### src/rtl/instr_sequencer_pkg.sv
// Shared definitions for the micro-step sequencer: state codes driven on
// Control_Unit STATE, opcode constants and the two-step successor lookup.
package instr_sequencer_pkg;

    // Micro-state codes seen by Control_Unit.
    typedef enum logic [7:0] {
        RSTALL   = 8'h01, RSTAC    = 8'h02, RSTADDR  = 8'h03, RSTGSP   = 8'h04,
        RSTMC    = 8'h05, RSTCP    = 8'h06, RSTRP    = 8'h07, INCGSP   = 8'h08,
        INCAC    = 8'h09, INCCP    = 8'h0A, INCRP    = 8'h0B, INCMC    = 8'h0C,
        STSP     = 8'h0D, ADD      = 8'h0E, DIV      = 8'h0F, MOD      = 8'h10,
        MSTP     = 8'h11, MRP      = 8'h12, MCP      = 8'h13, MWV      = 8'h14,
        MEOPC    = 8'h15, MADDR    = 8'h16, MCID     = 8'h17, MMV      = 8'h18,
        MCIDAC   = 8'h19, MRPAC    = 8'h1A, MCPAC    = 8'h1B,
        LDADDR_1 = 8'h1C, LDADDR_2 = 8'h1D, LDAC_1   = 8'h1E, LDAC_2   = 8'h1F,
        LDMULR_1 = 8'h20, LDMULR_2 = 8'h21, LDRP_1   = 8'h22, LDRP_2   = 8'h23,
        LDCP_1   = 8'h24, LDCP_2   = 8'h25, MUL1     = 8'h26, MUL2     = 8'h27,
        JMP_1    = 8'h28, JMP_2    = 8'h29, JMPZ1Y_1 = 8'h2A, JMPZ1Y_2 = 8'h2B,
        JMPZ1N_1 = 8'h2C, JMPZ1N_2 = 8'h2D, JMPZ2Y_1 = 8'h2E, JMPZ2Y_2 = 8'h2F,
        JMPZ2N_1 = 8'h30, JMPZ2N_2 = 8'h31, FETCH_1  = 8'h32, FETCH_2  = 8'h33,
        DECODE   = 8'h34, ENDOP    = 8'h35
    } state_e;

    // Single-step opcodes share the numeric value of the state they execute in,
    // which lets the decoder pass them straight through.
    localparam logic [7:0] OP_RSTALL  = RSTALL,  OP_RSTAC  = RSTAC,  OP_RSTADDR = RSTADDR;
    localparam logic [7:0] OP_RSTGSP  = RSTGSP,  OP_RSTMC  = RSTMC,  OP_RSTCP   = RSTCP;
    localparam logic [7:0] OP_RSTRP   = RSTRP,   OP_INCGSP = INCGSP, OP_INCAC   = INCAC;
    localparam logic [7:0] OP_INCCP   = INCCP,   OP_INCRP  = INCRP,  OP_INCMC   = INCMC;
    localparam logic [7:0] OP_STSP    = STSP,    OP_ADD    = ADD,    OP_DIV     = DIV;
    localparam logic [7:0] OP_MOD     = MOD,     OP_MSTP   = MSTP,   OP_MRP     = MRP;
    localparam logic [7:0] OP_MCP     = MCP,     OP_MWV    = MWV,    OP_MEOPC   = MEOPC;
    localparam logic [7:0] OP_MADDR   = MADDR,   OP_MCID   = MCID,   OP_MMV     = MMV;
    localparam logic [7:0] OP_MCIDAC  = MCIDAC,  OP_MRPAC  = MRPAC,  OP_MCPAC   = MCPAC;
    // Two-step, branch and terminal opcodes.
    localparam logic [7:0] OP_LDADDR  = 8'h1C, OP_LDAC  = 8'h1D, OP_LDMULR = 8'h1E;
    localparam logic [7:0] OP_LDRP    = 8'h1F, OP_LDCP  = 8'h20, OP_MUL    = 8'h21;
    localparam logic [7:0] OP_JMP     = 8'h22, OP_JMPZ1 = 8'h23, OP_JMPZ2  = 8'h24;
    localparam logic [7:0] OP_ENDOP   = 8'h25;

    // Second micro-step of a two-step instruction.
    function automatic state_e step2_of(input state_e s);
        case (s)
            LDADDR_1: return LDADDR_2;
            LDAC_1:   return LDAC_2;
            LDMULR_1: return LDMULR_2;
            LDRP_1:   return LDRP_2;
            LDCP_1:   return LDCP_2;
            MUL1:     return MUL2;
            JMP_1:    return JMP_2;
            JMPZ1Y_1: return JMPZ1Y_2;
            JMPZ1N_1: return JMPZ1N_2;
            JMPZ2Y_1: return JMPZ2Y_2;
            JMPZ2N_1: return JMPZ2N_2;
            default:  return FETCH_1;
        endcase
    endfunction

endpackage

### src/rtl/instr_sequencer_if.sv
// Bundle between the sequencer and its environment: opcode/flag/ready inputs
// and the STATE/status outputs toward Control_Unit.
interface instr_sequencer_if #(
    parameter int CNT_W   = 16,
    parameter int STATE_W = 8
);
    logic [7:0]         INS;
    logic               Z1;
    logic               Z2;
    logic               mem_ready;
    logic               start;
    logic [STATE_W-1:0] STATE;
    logic               halted;
    logic               illegal;
    logic [CNT_W-1:0]   retired;

    modport master (
        output INS, Z1, Z2, mem_ready, start,
        input  STATE, halted, illegal, retired
    );

    modport slave (
        input  INS, Z1, Z2, mem_ready, start,
        output STATE, halted, illegal, retired
    );
endinterface

### src/rtl/instr_sequencer_op_decode.sv
// Combinational opcode decoder: first micro-state plus two-step, read-wait and
// illegal flags. Branch direction is resolved here from Z1/Z2.
module instr_sequencer_op_decode
    import instr_sequencer_pkg::*;
(
    input  logic [7:0] ins,
    input  logic       z1,
    input  logic       z2,
    output state_e     first_state,
    output logic       two_step,
    output logic       rd_wait,
    output logic       illegal_op
);

    // Opcode lookup; unknown codes fall to ENDOP with the illegal flag.
    always_comb begin
        first_state = ENDOP;
        two_step    = 1'b0;
        rd_wait     = 1'b0;
        illegal_op  = 1'b0;
        case (ins)
            OP_RSTALL, OP_RSTAC, OP_RSTADDR, OP_RSTGSP, OP_RSTMC, OP_RSTCP, OP_RSTRP,
            OP_INCGSP, OP_INCAC, OP_INCCP, OP_INCRP, OP_INCMC, OP_STSP, OP_ADD,
            OP_DIV, OP_MOD, OP_MSTP, OP_MRP, OP_MCP, OP_MWV, OP_MEOPC, OP_MADDR,
            OP_MCID, OP_MMV, OP_MCIDAC, OP_MRPAC, OP_MCPAC:
                first_state = state_e'(ins);
            OP_LDADDR: begin first_state = LDADDR_1; two_step = 1'b1; rd_wait = 1'b1; end
            OP_LDAC:   begin first_state = LDAC_1;   two_step = 1'b1; rd_wait = 1'b1; end
            OP_LDMULR: begin first_state = LDMULR_1; two_step = 1'b1; rd_wait = 1'b1; end
            OP_LDRP:   begin first_state = LDRP_1;   two_step = 1'b1; rd_wait = 1'b1; end
            OP_LDCP:   begin first_state = LDCP_1;   two_step = 1'b1; rd_wait = 1'b1; end
            OP_MUL:    begin first_state = MUL1;     two_step = 1'b1; end
            OP_JMP:    begin first_state = JMP_1;    two_step = 1'b1; end
            OP_JMPZ1:  begin first_state = z1 ? JMPZ1Y_1 : JMPZ1N_1; two_step = 1'b1; end
            OP_JMPZ2:  begin first_state = z2 ? JMPZ2Y_1 : JMPZ2N_1; two_step = 1'b1; end
            OP_ENDOP:  first_state = ENDOP;
            default:   illegal_op = 1'b1;
        endcase
    end

endmodule

### src/rtl/instr_sequencer.sv
// Micro-step sequencer feeding Control_Unit STATE: fetch, decode, one- or
// two-step execution with memory-ready stalls, halt on ENDOP.
module instr_sequencer
    import instr_sequencer_pkg::*;
#(
    parameter int CNT_W   = 16,
    parameter int STATE_W = 8
) (
    input  logic                clk,
    input  logic                rst_n,
    instr_sequencer_if.slave    bus
);

    state_e           state_q, state_d;
    logic             exec_q, exec_d;       // inside an instruction's micro-steps
    logic             two_q, two_d;         // a second step is still pending
    logic             wait_q, wait_d;       // current step waits for mem_ready
    logic             illegal_q, illegal_d;
    logic [CNT_W-1:0] retired_q, retired_d;
    logic             retire;

    state_e dec_state;
    logic   dec_two, dec_wait, dec_illegal;

    instr_sequencer_op_decode u_op_decode (
        .ins         (bus.INS),
        .z1          (bus.Z1),
        .z2          (bus.Z2),
        .first_state (dec_state),
        .two_step    (dec_two),
        .rd_wait     (dec_wait),
        .illegal_op  (dec_illegal)
    );

    // Next micro-state, step bookkeeping and retirement.
    always_comb begin
        state_d   = state_q;
        exec_d    = exec_q;
        two_d     = two_q;
        wait_d    = wait_q;
        illegal_d = illegal_q;
        retire    = 1'b0;
        case (state_q)
            FETCH_1: if (bus.mem_ready) state_d = FETCH_2;
            FETCH_2: state_d = DECODE;
            DECODE: begin
                state_d = dec_state;
                two_d   = dec_two;
                wait_d  = dec_wait;
                exec_d  = (dec_state != ENDOP);
                if (dec_illegal) illegal_d = 1'b1;
                else if (dec_state == ENDOP) retire = 1'b1;
            end
            ENDOP: if (bus.start) state_d = FETCH_1;
            default: begin
                // RSTALL straight out of reset is not an instruction step.
                if (!exec_q) begin
                    state_d = FETCH_1;
                end else if (!(wait_q && !bus.mem_ready)) begin
                    if (two_q) begin
                        state_d = step2_of(state_q);
                        two_d   = 1'b0;
                        wait_d  = 1'b0;
                    end else begin
                        state_d = FETCH_1;
                        exec_d  = 1'b0;
                        retire  = 1'b1;
                    end
                end
            end
        endcase
        retired_d = retire ? retired_q + {{(CNT_W-1){1'b0}}, 1'b1} : retired_q;
    end

    // State and status registers; reset aborts any step in flight.
    always_ff @(posedge clk or negedge rst_n) begin
        if (!rst_n) begin
            state_q   <= RSTALL;
            exec_q    <= 1'b0;
            two_q     <= 1'b0;
            wait_q    <= 1'b0;
            illegal_q <= 1'b0;
            retired_q <= '0;
        end else begin
            state_q   <= state_d;
            exec_q    <= exec_d;
            two_q     <= two_d;
            wait_q    <= wait_d;
            illegal_q <= illegal_d;
            retired_q <= retired_d;
        end
    end

    assign bus.STATE   = STATE_W'(state_q);
    assign bus.halted  = (state_q == ENDOP);
    assign bus.illegal = illegal_q;
    assign bus.retired = retired_q;

endmodule

### src/flat_wrapper.sv
// flat-port wrapper written by rule: the top's interface ports become plain ports
module instr_sequencer_flat import instr_sequencer_pkg::*;
#(
    parameter int CNT_W   = 16,
    parameter int STATE_W = 8
)
  (clk, rst_n, bus_INS, bus_Z1, bus_Z2, bus_mem_ready, bus_start, bus_STATE, bus_halted, bus_illegal, bus_retired);
  instr_sequencer_if #(.CNT_W(CNT_W), .STATE_W(STATE_W)) bus_i ();
  input  logic clk;
  input  logic rst_n;
  input wire logic [$bits(bus_i.INS)-1:0] bus_INS;
  input wire logic [$bits(bus_i.Z1)-1:0] bus_Z1;
  input wire logic [$bits(bus_i.Z2)-1:0] bus_Z2;
  input wire logic [$bits(bus_i.mem_ready)-1:0] bus_mem_ready;
  input wire logic [$bits(bus_i.start)-1:0] bus_start;
  output wire logic [$bits(bus_i.STATE)-1:0] bus_STATE;
  output wire logic [$bits(bus_i.halted)-1:0] bus_halted;
  output wire logic [$bits(bus_i.illegal)-1:0] bus_illegal;
  output wire logic [$bits(bus_i.retired)-1:0] bus_retired;
  assign bus_i.INS = bus_INS;
  assign bus_i.Z1 = bus_Z1;
  assign bus_i.Z2 = bus_Z2;
  assign bus_i.mem_ready = bus_mem_ready;
  assign bus_i.start = bus_start;
  assign bus_STATE = bus_i.STATE;
  assign bus_halted = bus_i.halted;
  assign bus_illegal = bus_i.illegal;
  assign bus_retired = bus_i.retired;
  instr_sequencer #(.CNT_W(CNT_W), .STATE_W(STATE_W)) u_core (.clk(clk), .rst_n(rst_n), .bus(bus_i));
endmodule
### config.mk
export PLATFORM = sky130hd
export DESIGN_NAME = instr_sequencer_flat
export DESIGN_NICKNAME = d
export VERILOG_FILES = /design/src/rtl/instr_sequencer_pkg.sv /design/src/rtl/instr_sequencer_if.sv /design/src/rtl/instr_sequencer_op_decode.sv /design/src/rtl/instr_sequencer.sv /design/src/flat_wrapper.sv
export SDC_FILE = /design/constraint.sdc
export NUM_CORES = 1
export LEC_CHECK = 0
export ABC_AREA = 1
export CAP_MARGIN = 20
export CELL_PAD_IN_SITES_DETAIL_PLACEMENT = 0
export CELL_PAD_IN_SITES_GLOBAL_PLACEMENT = 1
export CORE_ASPECT_RATIO = 1.5
export CORE_MARGIN = 10
export CORE_UTILIZATION = 48
export DETAILED_ROUTE_END_ITERATION = 10
export DONT_BUFFER_PORTS = 1
export PLACE_DENSITY = 0.83
export SETUP_SLACK_MARGIN = 0.4
export SYNTH_ARGS = -nofsm -noshare
export SYNTH_HDL_FRONTEND = slang
export SYNTH_SLANG_ARGS = --single-unit
### constraint.sdc
create_clock -name clk -period 4.15 [get_ports clk]
set_input_delay 0.83 -clock clk [delete_from_list [all_inputs] [get_ports clk]]
set_output_delay 0.83 -clock clk [all_outputs]
set_load 0.02 [all_outputs]
==> impl_metrics.ini, run 1 <==
[cts]
cts_buffer_depth = 2
cts_hold_buffers = 0
cts_num_sinks = 28
numCtsBuffers = 3
h-tree-depth = 1
path_clk_slew_ns = 0.10
cts_root_buf = clkbuf_8
cts_tree = done
insertion_delay_ns = 0.28
cts_setup_buffers = 0
cts_resized = 0

[critical_path]
worst-path-max-fanout = 5
crit_type = reg -> out
critical_path.reg2reg.startpoint = u_core.bus.STATE[7]
timing.critical_path.buf_inv = 0
cp.depth = 3
worstSetupStartpoint = u_core.bus.STATE[7]
cp_common_cell = nor2_4
r2r_cells = 7
cp-start-kind = flip-flop
path_cells = nor2_4, nand4_4, nor2_4
critical-path-max-stage-delay_ns = 0.50
end_kind = output pin
crit_required_ns = 3.32
slowest_stage = dfrtp_1
critPathTopFamily = simple AND/OR/NAND/NOR gates
cp.arrival_ns = 1.42

[floorplanning]
die_y_um = 104
die_w_um = 75.7
ioPinCount = 40
start_util_pct = 49.6
die_area_um2 = 7840
rows = 30
coreArea_um2 = 4500

[sta]
fin_crit_sh_pct = 54.3
tightestPinTransition_ns = 0.516
final.setup.tns_ns = 0
hold_viol_final = 0
fin_skew_ns = 0.0135
rsz0062_at_grt = false
drv_slew = 0
setup_ws_ns = 1.90
max_slew_margin_pct = 65.3
setup_viol = 0
finalCriticalPeriod_ns = 2.25
fmax_mhz = 444

[pwr]
intPower_uw = 606
clkPwrFrac_pct = 14.3
pwr-share-seq_pct = 43.8
p_per_area_nw_per_um2 = 513
p_sw_uw = 584
ir_worst_vdd_uv = 357
p_leak_uw = 0.00116
power_frac_comb_pct = 41.9
swShare_pct = 49.1

[logic_synthesis]
syn_area_um2 = 2240
ys_ff_latch = 28
synth_edf_count = 0
synth_ff_type = dfrtp_1
postSynthCellCount = 344
yosysMostFrequentCell = nand2_1
synthArstFlopShare_pct = 100
synth_top_area_share_pct = 30.2
yosysSeqAreaShare_pct = 31.4
synth_area_leaders = dfrtp_1 (30%), nand2_1 (18%), nand3_1 (8.3%)
synth_nets = 359
synth_largest_area_cell = dfrtp_1
synth_common_cells = nand2_1 (110), nor2_1 (45), inv_1 (38), nand3_1 (37), dfrtp_1 (27)
ys_types = 33
synth.avg_cell_area_um2 = 6.50
ys_warn_count = 0

[grt]
grt_use_met2_pct = 28.7
antenna_found_initial = 0
top_usage_layer = met2
grt.total_usage_pct = 15.6
first_global_vias = 2131
grt_util_met1_pct = 16.8
grt_pass1_wl_um = 9950
grt_remaining_overflow = 0
grt_use_met3_pct = 2.67
grt_start_max_net_pins = 29

[drt]
drtIter0Drc = 85
vias_per_cell = 5.41
drcViolationCount = 0
drt_first_pass_iters = 4
vias = 2122
routed_wl_um = 5880
antenna_left = 0
wire_per_inst_um = 15.0

[min_path]
min_path_type = in -> async

[placed_design]
placed_area_um2 = 2260
place_ws_ns = 1.96
hpwl_um = 4830
routabilityCongestion = 0.932
io_buffers = 0

[finish]
final_cell_area_um2 = 2320
areaGrowthSynthToFinish_pct = 3.69
drive_gt1_share_pct = 10.2
num-nets-final = 360
fin_util_pct = 51.5
n_antenna_cell = 0
fillCellCount = 511

[flow_run]
cap_violations = 0

[status]
status = completed
[layer usage]
layer	vias up	share of wire (%)
met5	-	0
met4	0	2.3
met3	13	5.6
met2	40	55
met1	975	37
li1	1094	-
[state kept, by name, indices dropped and copies added (netlist names)]
register / flops
u_core.bus.STATE: 8
u_core.bus.illegal: 1
u_core.bus.retired: 16
u_core.exec_q: 1
u_core.two_q: 1
u_core.wait_q: 1
[power groups by stage]
stage          logic (uW)  clock network [uW]  registers, uW
2_1_floorplan         425                   0            501
3_3_place_gp          501                   0            530
3_5_place_dp          504                   0            532
4_1_cts               507                 175            526
5_1_grt               579                 185            541
6_report              499                 170            521
[cell type report]
cell class,instances,area [um^2],share of cell area (%)
multi-input cells,267,1330,57.4
flip-flops and latches,28,702,30.3
inverters,45,171,7.39
well taps,48,60.1,2.59
clock buffers,4,55.1,2.37
[path summary, 6_finish.rpt]
kind	endpoint	slack, ns
worst max-delay path	bus_halted	1.90
worst min-delay path	u_core.bus.retired[2]	0.23
worst max register to register	u_core.bus.retired[5]	2.00
worst min register to register	u_core.wait_q	0.52
max in group asynchronous	u_core.bus.STATE[0]	3.75
min in group clk	u_core.wait_q	0.52
[cells in the final DEF, fill, tap and decap left out, types with 5 or more instances in the layout]
cell / count
dfrtp_1: 27
xnor2_1: 6
o21ai_2: 6
o21ai_0: 14
xor2_1: 7
inv_2: 6
nand2_1: 110
inv_1: 38
nand3_1: 37
nor3_1: 5
nor2_1: 45
[through the flow]
| step | cells | total power [uW] | hold slack (ns) |
|---|---|---|---|
| finish | 392 | 1190 | 0.230 |
| global route | 392 | 1310 | 0.216 |
| CTS | 392 | 1210 | 0.230 |
| detailed placement | 388 | 1040 | 0.506 |
| global placement | 388 | 1030 | 0.494 |
| floorplan | 344 | 926 | 0.453 |
[cell families (layout without fill, tap and decap cells)]
| family | Yosys count | in the layout | synth area share, % |
|---|---|---|---|
| AND/OR/NAND/NOR | 222 | 222 | 45.3 |
| buffers and inverters | 49 | 49 | 9.12 |
| AO/OA/AOI/OAI | 31 | 31 | 8.51 |
| flip-flops | 28 | 28 | 31.4 |
| XOR/XNOR | 13 | 13 | 5.09 |
| adder cells (fa/ha/maj) | 1 | 1 | 0.560 |
(Power assumes the default switching activity.)
==> run 2, diff against run 1 <==
Settings changed: CORE_UTILIZATION 48 to 44, PLACE_DENSITY 0.83 to 0.77.
Clock period 4.15 ns to 2.23 ns, I/O delays scaled along.
==> run 2 against run 1 <==
Compared with the run above:
- critical path depth rose by 1
- flip-flop and latch count did not move
- die area rose by 7.0%
- first-iteration DRC count rose by 54%
- non-clock buffer count rose by 23
- worst setup slack got worse by 1.5 ns
- critical path type unchanged
- highest routed layer unchanged
==> impl_metrics.ini, run 2 (synthesis results as in run 1) <==
[status]
status = completed

[cts]
h-tree-depth = 1
path_clk_slew_ns = 0.10
insertion_delay_ns = 0.28
cts_tree = done
cts_num_sinks = 28
cts_buffer_depth = 2
numCtsBuffers = 3
cts_root_buf = clkbuf_8

[critical_path]
cp-start-kind = flip-flop
crit_type = reg -> out
worst-path-max-fanout = 3
end_kind = output pin
r2r_cells = 10
crit_required_ns = 1.78
cp.arrival_ns = 1.39
critical_path.reg2reg.startpoint = u_core.bus.STATE[0]
r2r_slack_ns = 0.40
r2r-end = u_core.bus.retired[1]

[finish]
drive_gt1_share_pct = 19.3
multi_input_area_um2 = 1400
layout_commonest_cell = nand2_1
num-nets-final = 384
areaGrowthSynthToFinish_pct = 17.9
layout_common_cells = nand2_1 (107), nor2_1 (43), inv_1 (38)
fillCellCount = 544
stdcell_count = 434
largest_register_ffs = 16
regArea_um2 = 712
n_antenna_cell = 0
final_cell_area_um2 = 2640

[min_path]
min_path_type = in -> reg
hold_depth = 4
hold-path-endpoint = u_core.bus.STATE[0]
worstHoldStart = bus_INS[0]

[floorplanning]
die_area_um2 = 8390
rows = 31
die_y_um = 107
ioPinCount = 40
start_util_pct = 45.8
die_w_um = 78.2
coreArea_um2 = 4890

[drt]
antenna_left = 0
vias = 2250
routed_wl_um = 6420
vias_per_cell = 5.18
drcViolationCount = 0
drt_first_pass_iters = 4
wire_per_inst_um = 14.8
drtIter0Drc = 131

[placed_design]
routabilityCongestion = 0.851
hpwl_um = 4930
dp_cells = 412
io_buffers = 0
placed_area_um2 = 2330

[grt]
grt_start_max_net_pins = 29
first_global_vias = 2245
grt_pass1_wl_um = 10500
antenna_found_initial = 0
grt_remaining_overflow = 0
grt.total_usage_pct = 15.2

[sta]
rsz0062_at_grt = true
drv_slew = 0
setup_viol = 0
tightestPinTransition_ns = 0.444
finalCriticalPeriod_ns = 1.83
final.setup.tns_ns = 0
hold_viol_final = 0
max_slew_margin_pct = 70.1
fin_crit_sh_pct = 82.3
fmax_mhz = 545
fin_skew_ns = 0.00899

[pwr]
p_leak_uw = 0.00130
p_per_area_nw_per_um2 = 942
ir_worst_vdd_uv = 603

[flow_run]
cap_violations = 0
==> run 2: cell count changes in the layout (fill, tap and decap cells not counted), sizes merged <==
cell	delta
buf	+22
nand2	+1
dlygate4sd3	+1
==> run 2: per-layer routing <==
metal	part of all wire, %	wire, um	global-route usage (%)	vias up
met2	57	3650	30.7	50
met1	36	2320	14.6	1037
li1	-	-	-	1152
met4	1.6	102	4.37	0
met5	0	0	0	-
met3	5.5	351	3.26	11
==> run 2: worst max-delay path, stage by stage, from the launching register on <==
cell and delay (ns):
dfrtp_2 0.49, nor2_4 0.18, nand4_4 0.12, nor2_4 0.18
buf_6 0.14
==> run 2: worst max-delay path by stage <==
stage               cells after the start           startpoint               endpoint
detailed placement                      8  u_core.bus.STATE[7]  u_core.bus.retired[2]
CTS                                    11  u_core.bus.STATE[0]  u_core.bus.retired[2]
global placement                        8  u_core.bus.STATE[7]  u_core.bus.retired[2]
floorplan                              11  u_core.bus.STATE[7]    u_core.bus.STATE[5]
finish                                  4  u_core.bus.STATE[7]             bus_halted
global route                           10  u_core.bus.STATE[7]          u_core.wait_q
==> run 2: through the flow <==
step	hold WS, ns	setup slack [ns]	total power [uW]	util [%]
after floorplan	0.150	0.453	1720	-
after global placement	0.152	0.216	1960	47.7
after detailed placement	0.151	0.164	1980	47.7
after CTS	0.391	0.390	2380	51.4
after global routing	0.404	0.311	2690	53.9
final	0.378	0.395	2480	53.9
==> run 2: cell type report <==
class | instances | area share [%]
Sequential cell | 28 | 27.0
Tap cell | 66 | 3.13
Clock buffer | 4 | 2.09
Multi-Input combinational cell | 268 | 53.0
Timing Repair Buffer | 23 | 8.02
Inverter | 45 | 6.70
==> run 2: where the power goes <==
group	internal [uW]	leakage [uW]	switching, uW
Clock	158	0.0000288	165
Combinational	463	0.000927	756
Sequential	653	0.000346	287
Total	1270	0.00130	1210
==> run 2: what timing repair did <==
item | in CTS | in global routing
gates cloned | 0 | 1
pin swaps | 3 | 12
gates resized for setup | 12 | 13
hold endpoints to repair | 28 | 0
hold buffers | 2 | 0
setup buffers | 6 | 9
setup endpoints to repair | 20 | 24
